===== src/rtl/eq_band_scale_seq.sv =====
// Five-band scale-and-sum engine: one shared multiplier, five MAC cycles per sample.
// Optional EQ_SEQ_SAT_CNT_EN adds an 8-bit saturating count of clipped outputs.
module eq_band_scale_seq #(
  parameter int GAIN_SHIFT = 11
) (
  input  logic        clk,
  input  logic        rst,
  input  logic        smpl_vld,
  input  logic [15:0] lp,
  input  logic [15:0] b1,
  input  logic [15:0] b2,
  input  logic [15:0] b3,
  input  logic [15:0] hp,
  input  logic [11:0] lp_gain,
  input  logic [11:0] b1_gain,
  input  logic [11:0] b2_gain,
  input  logic [11:0] b3_gain,
  input  logic [11:0] hp_gain,
  output logic [15:0] out,
  output logic        out_vld,
  output logic        sat,
  output logic        busy,
  output logic        overrun
`ifdef EQ_SEQ_SAT_CNT_EN
  ,
  output logic [7:0]  sat_cnt
`endif
);

  localparam logic [1:0] IDLE = 2'd0;
  localparam logic [1:0] MAC  = 2'd1;
  localparam logic [1:0] DONE = 2'd2;

  logic [1:0]         state;
  logic [2:0]         idx;
  logic signed [18:0] acc;
  logic               term_sat;
  logic [15:0]        samp [5];
  logic [11:0]        gain [5];

  logic signed [28:0] prod;
  logic signed [28:0] shr;
  logic [15:0]        term;
  logic               term_clip;
  logic signed [18:0] acc_nxt;
  logic [15:0]        out_nxt;
  logic               fin_clip;

  // Head of the holding shift register is always the band being scaled.
  always_comb begin
    prod = $signed({{13{samp[0][15]}}, samp[0]})
         * $signed({17'd0, gain[0]});
    shr = prod >>> GAIN_SHIFT;
    term = shr[15:0];
    term_clip = 1'b0;
    if (shr > 29'sd32767) begin
      term = 16'h7FFF;
      term_clip = 1'b1;
    end else if (shr < -29'sd32768) begin
      term = 16'h8000;
      term_clip = 1'b1;
    end
    acc_nxt = acc + $signed({{3{term[15]}}, term});
    out_nxt = acc_nxt[15:0];
    fin_clip = 1'b0;
    if (acc_nxt > 19'sd32767) begin
      out_nxt = 16'h7FFF;
      fin_clip = 1'b1;
    end else if (acc_nxt < -19'sd32768) begin
      out_nxt = 16'h8000;
      fin_clip = 1'b1;
    end
  end

  assign busy = (state == MAC);

  always_ff @(posedge clk) begin
    if (rst) begin
      state    <= IDLE;
      idx      <= 3'd0;
      acc      <= '0;
      term_sat <= 1'b0;
      out      <= 16'h0000;
      out_vld  <= 1'b0;
      sat      <= 1'b0;
      overrun  <= 1'b0;
      for (int i = 0; i < 5; i++) begin
        samp[i] <= 16'h0000;
        gain[i] <= 12'h000;
      end
`ifdef EQ_SEQ_SAT_CNT_EN
      sat_cnt  <= 8'h00;
`endif
    end else begin
      out_vld <= 1'b0;
      overrun <= 1'b0;
      unique case (state)
        IDLE, DONE: begin
          if (smpl_vld) begin
            samp[0]  <= lp;
            samp[1]  <= b1;
            samp[2]  <= b2;
            samp[3]  <= b3;
            samp[4]  <= hp;
            gain[0]  <= lp_gain;
            gain[1]  <= b1_gain;
            gain[2]  <= b2_gain;
            gain[3]  <= b3_gain;
            gain[4]  <= hp_gain;
            acc      <= '0;
            term_sat <= 1'b0;
            idx      <= 3'd0;
            state    <= MAC;
          end else begin
            state <= IDLE;
          end
        end
        MAC: begin
          overrun  <= smpl_vld;
          acc      <= acc_nxt;
          term_sat <= term_sat | term_clip;
          for (int i = 0; i < 4; i++) begin
            samp[i] <= samp[i+1];
            gain[i] <= gain[i+1];
          end
          if (idx == 3'd4) begin
            state   <= DONE;
            out     <= out_nxt;
            sat     <= fin_clip | term_sat | term_clip;
            out_vld <= 1'b1;
`ifdef EQ_SEQ_SAT_CNT_EN
            if ((fin_clip | term_sat | term_clip) && sat_cnt != 8'hFF)
              sat_cnt <= sat_cnt + 8'd1;
`endif
          end else begin
            idx <= idx + 3'd1;
          end
        end
        default: state <= IDLE;
      endcase
    end
  end

endmodule


===== config.mk =====
export PLATFORM = sky130hd
export DESIGN_NAME = eq_band_scale_seq
export DESIGN_NICKNAME = d
export VERILOG_FILES = /design/src/rtl/eq_band_scale_seq.sv
export SDC_FILE = /design/constraint.sdc
export NUM_CORES = 1
export LEC_CHECK = 0
export CAP_MARGIN = 20
export CORE_AREA = 2 2 216 165
export DETAILED_ROUTE_END_ITERATION = 12
export DIE_AREA = 0 0 218 167
export PLACE_DENSITY = 0.66
export SYNTH_ARGS = -nofsm -noshare
export SYNTH_HDL_FRONTEND = slang
export SYNTH_SLANG_ARGS = --single-unit

===== constraint.sdc =====
create_clock -name clk -period 11.5 [get_ports clk]
set_input_delay 1.15 -clock clk [delete_from_list [all_inputs] [get_ports clk]]
set_output_delay 1.15 -clock clk [all_outputs]
set_load 0.01 [all_outputs]

# Word-level counts from Yosys, hierarchy flattened
# Memories as Yosys holds them, arrays and structs flattened.
# Index checks and enable logic that the tools add are counted.
op_classes:
  div: 0
  n_addsub: 2
  n_mul: 1
  n_reduce_logical: 7
  n_lt_le_gt_ge: 4
  shifts: 0
  n_mux: 46
  n_eq_ne: 6
  bitwise: 22
op_table:
  columns: ["operator", "n"]
  rows:
  - ["16-bit two-way mux", 13]
  - ["12-bit two-way mux", 9]
  - ["19-bit case mux with 2 select lines", 1]
  - ["16-bit by 13-bit multiplier with 29-bit output", 1]
  - ["1-bit OR", 21]
  - ["19-bit by 16-bit adder with 19-bit output", 1]
  - ["19-bit by 16-bit greater-than comparator with 1-bit output (second input constant)", 1]
  - ["19-bit by 16-bit less-than comparator with 1-bit output (second input constant)", 1]
  - ["19-bit two-way mux", 1]
  - ["18-bit by 16-bit greater-than comparator with 1-bit output (second input constant)", 1]
  - ["18-bit by 16-bit less-than comparator with 1-bit output (second input constant)", 1]
  - ["1-bit two-way mux", 16]
  - ["3-bit two-way mux", 2]
  - ["3-bit case mux with 2 select lines", 1]
  - ["2-bit != test (second input constant)", 2]
  - ["2-bit case mux with 2 select lines", 1]
  - ["2-bit AND reduction", 2]
  - ["2-bit OR reduction", 2]
  - ["3-bit by 1-bit adder with 3-bit output (second input constant)", 1]
  - ["3-bit equality test (second input constant)", 1]
  - ["3-bit AND reduction", 1]
  - ["2-bit by 1-bit equality test with 1-bit output (second input constant)", 1]
  - ["2-bit equality test (second input constant)", 1]
  - ["2-bit zero test", 1]
  - ["other kinds (5)", 5]
totals:
  romBits: 0
  word_cells: 98
  latchBits: 0
  mem_bits_rw: 140
  out_inout_bits: 20
  memories: 2
  reg_bits: 44
memory_table:
  columns: ["memory", "words", "word_bits", "read_ports", "rd_clocked_by_memory_dff", "wr", "line", "text"]
  rows:
  - ["samp", 5, 16, 5, 0, 5, "38", "logic [15:0] samp [5];"]
  - ["gain", 5, 12, 5, 0, 5, "39", "logic [11:0] gain [5];"]

# Logic depth before layout (Yosys ltp)
# An unclocked memory read counts as a cell.
depth:
  word_depth: 11
  mapped_depth: 35
  ltp_nobuf: 32

# Worst setup path before layout
# Ideal clock, no wire load.
synth_timing:
  kind: "reg-to-reg"
  startpoint: "mem samp[0][15]"
  endpoint: "reg out[14]"
  period_less_slack_ns: 8.020
  arrival_ns: 7.886
  path_slack_ns: 3.480
  path_stages_with_launch: 32
  t_required_ns: 11.366
  cell_sequence: "edfxtp_1 > clkbuf_1 > nand2_1 > fa_1 > fa_1 > inv_1 > fa_1 > fa_1 > inv_1 > fa_1 > inv_1 > ha_1 > a211oi_1 > o21bai_1 > a2111o_1 > a221oi_2 > xnor2_1 > a211oi_2 > nor2_1 > buf_6 > a21o_1 > ha_1 > a211oi_1 > o21ai_1 > a31oi_1 > o21ai_1 > a31oi_1 > xnor2_1 > or3_4 > a21oi_2 > buf_6 > a211oi_1"
synth_rtl:
  columns: ["element", "line", "text"]
  rows:
  - ["start, declared", "38", null]
  - ["end signal, assigned", "128", "out <= out_nxt;"]
  - ["end, declared", "19", "output logic [15:0] out,"]

==> results.cfg <==
[cells_and_area]
drive_gt1_share_pct = 3.631
fin_area_um2 = 17810
instances_no_fill = 2027
fin_nets = 1961
diodes = 0
area_growth_syn_to_layout_pct = 17.00

[sta]
drv_slew = 0
setup_viol = 0
final.min_clock_period_ps = 9409
fmaxAchievable_ghz = 0.1063
worst_pin_slew_ps = 1084
fin_crit_sh_pct = 81.81
rsz0062_at_grt = no
fin_worst_skew_ps = 11.99
finalHoldViolCount = 0
relSlewSlack_pct = 27.70
finalWorstSetupSlack_ps = 2091
tns_ps = 0

[cts]
cts_tree = done
cts_hold_buf = 0
numClockSinks = 184
cts_buffers = 17
h-tree-depth = 4
worstSkewPairLatency_ps = 440
clk_pin_slew_ps = 70
cts_resized = 0
post-cts-setup-buffers = 0
clockBufferDepth = 2
cts-root-buf = clkbuf_16

[setup_path]
worstPathMaxFanout = 16
cp-end-kind = register
cp.arrival_ps = 9690
crit_path_top_delay_cell = nor2_1
cpPeakStageDelay_ps = 670
r2r_setup_slack_ps = 2090
critPathLaunchType = register
crit_type = reg -> reg
cpMostUsedCell = fa_1
required_ps = 11780

[logic_synthesis]
synth-async-reset-ratio_pct = 0
ys_top_cells_by_count = inv_1 (253), fa_1 (178), edfxtp_1 (140)
synth_top_area_cell = edfxtp_1
synth_area_um2 = 15220
yosysUniqueCellTypes = 64
synth-simple-area-share_pct = 11.27
ys_seq_elements = 184
synthAdderAreaFrac_pct = 30.23
synth_edf_count = 140
yosysWarnings = 0
synthCells = 1441
synthXorXnorAreaFrac_pct = 2.392
synth_compound_area_share_pct = 14.36
yosys-mux-area-fraction_pct = 0.1397
syn-num-nets = 1845
yosysMostFrequentCell = inv_1
ys.flop_type = edfxtp_1
synth_area_per_cell_um2 = 10.56
ys_seq_area_share_pct = 33.40
synth_area_leaders = edfxtp_1 (28%), fa_1 (23%), a22o_1 (7.1%), ha_1 (6.8%), inv_1 (6.2%)
synth_top_area_share_pct = 27.62
synth_top_family_by_area = adder cells

[place]
place_ws_ps = 2239
placedCellCount = 1995
dp_hpwl_mm = 28.34
placed_area_um2 = 17190
io_buffers = 162
place.gp.congestion = 0.8565

[route]
postRouteWirelength_mm = 36.44
antenna_left = 0
num_vias = 10690
drtPass1Iterations = 5
wl_per_cell_um = 17.98
drt_iter0_drc = 841
vias_per_cell = 5.272
drc = 0

[power]
ir_drop_mv = 0.2404
p_sw_mw = 2.035
power_frac_clock_pct = 14.8
p_leak_nw = 8.023
power_frac_seq_pct = 20.7
power_density_nw_per_um2 = 237.9
share_comb_of_total_power_pct = 64.5
intPower_mw = 2.203
switching_share_pct = 48.01

[min_path]
hold_class = reg -> reg

[die]
initial_core_util_pct = 44.44
num_rows = 59
die_area_um2 = 36410
dieHeight_um = 167
pin_count = 163
fp.dieW_um = 218
coreArea_um2 = 34250

[global_routing]
grt_antenna_before_repair = 2
gr-total-overflow = 0
grt_pass1_wl_mm = 60.04
grt_max_degree = 104
grt_pass1_vias = 11210
grt_usage_pct = 21.05

[run]
cap_violations = 0

[run_status]
status = finished, final reports clean
## power by group through the flow
stage | sequential (mW) | clock (mW) | combinational [mW]
3_3_place_gp | 0.888 | 0 | 2.64
5_1_grt | 0.887 | 0.661 | 3.03
6_report | 0.878 | 0.627 | 2.73
4_1_cts | 0.876 | 0.638 | 2.70
3_5_place_dp | 0.890 | 0 | 2.68
2_1_floorplan | 0.838 | 0 | 2.05
## layer usage
metal	up-vias	wire length (um)	track usage [%]
met4	2	683	5.856
met5	-	13	0
met2	342	16090	31.75
li1	5018	-	-
met1	5267	16800	30.17
met3	57	2848	5.224
## path summary, 6_finish.rpt
| kind | start | end | cells past startpoint |
|---|---|---|---|
| setup / recovery | gain[0][2] | out[10] | 29 |
| hold / removal | term_sat | term_sat | 1 |
| setup reg to reg | gain[0][2] | out[10] | 29 |
| hold reg to reg | term_sat | term_sat | 1 |
## cells by family (layout without fill, tap and decap cells)
family	count (synthesis)	after routing
AOI/OAI and AO/OA	284	284
xor gates and xnor gates	40	40
adders and majority gates	261	261
buffers and inverters	325	454
DFF	184	184
muxes	2	2
and+or+nand+nor	345	345
## placed cells by master (no fill, tap or decap), drive strengths merged, types with 44 or more instances in the layout
master	instances
inv	263
fa	178
clkdlybuf4s50	162
edfxtp	140
a22o	123
nand2	121
and2	120
ha	83
nor2	51
dfxtp	44
## area by class of cell
class	instances	area, um2
clock buffer	18	429.2
clock inverter	14	193.9
fill	3086	16440
inverter	253	952.2
multi-input combinational	932	8904
sequential	184	5085
tap	457	571.8
timing repair buffer	169	1674
## critical path, delay by kind of cell (launching register included)
| family | cells | cell delay (ps) |
|---|---|---|
| xor+xnor | 2 | 360 |
| compound gates | 13 | 3290 |
| buf+inv | 4 | 470 |
| flops | 1 | 630 |
| simple gates | 3 | 1340 |
| fa+ha+maj | 7 | 3170 |
## state kept, by name, summed over array words and instances, names as in the netlist
signal / cells
out_vld: 1
gain: 60
samp: 80
state: 2
idx: 3
term_sat: 1
out: 16
sat: 1
acc: 19
overrun: 1
## stage by stage
step                      hold slack [ps]  total power, mW  utilization, %
after global routing                509.5            4.582           51.99
after floorplan                     426.9            2.887               -
after detailed placement            467.8            3.569           50.18
final                               473.4            4.237           51.99
after CTS                           480.3            4.215           51.99
after global placement              451.1            3.530           50.18
No activity file was read; power rests on OpenSTA's default activity.
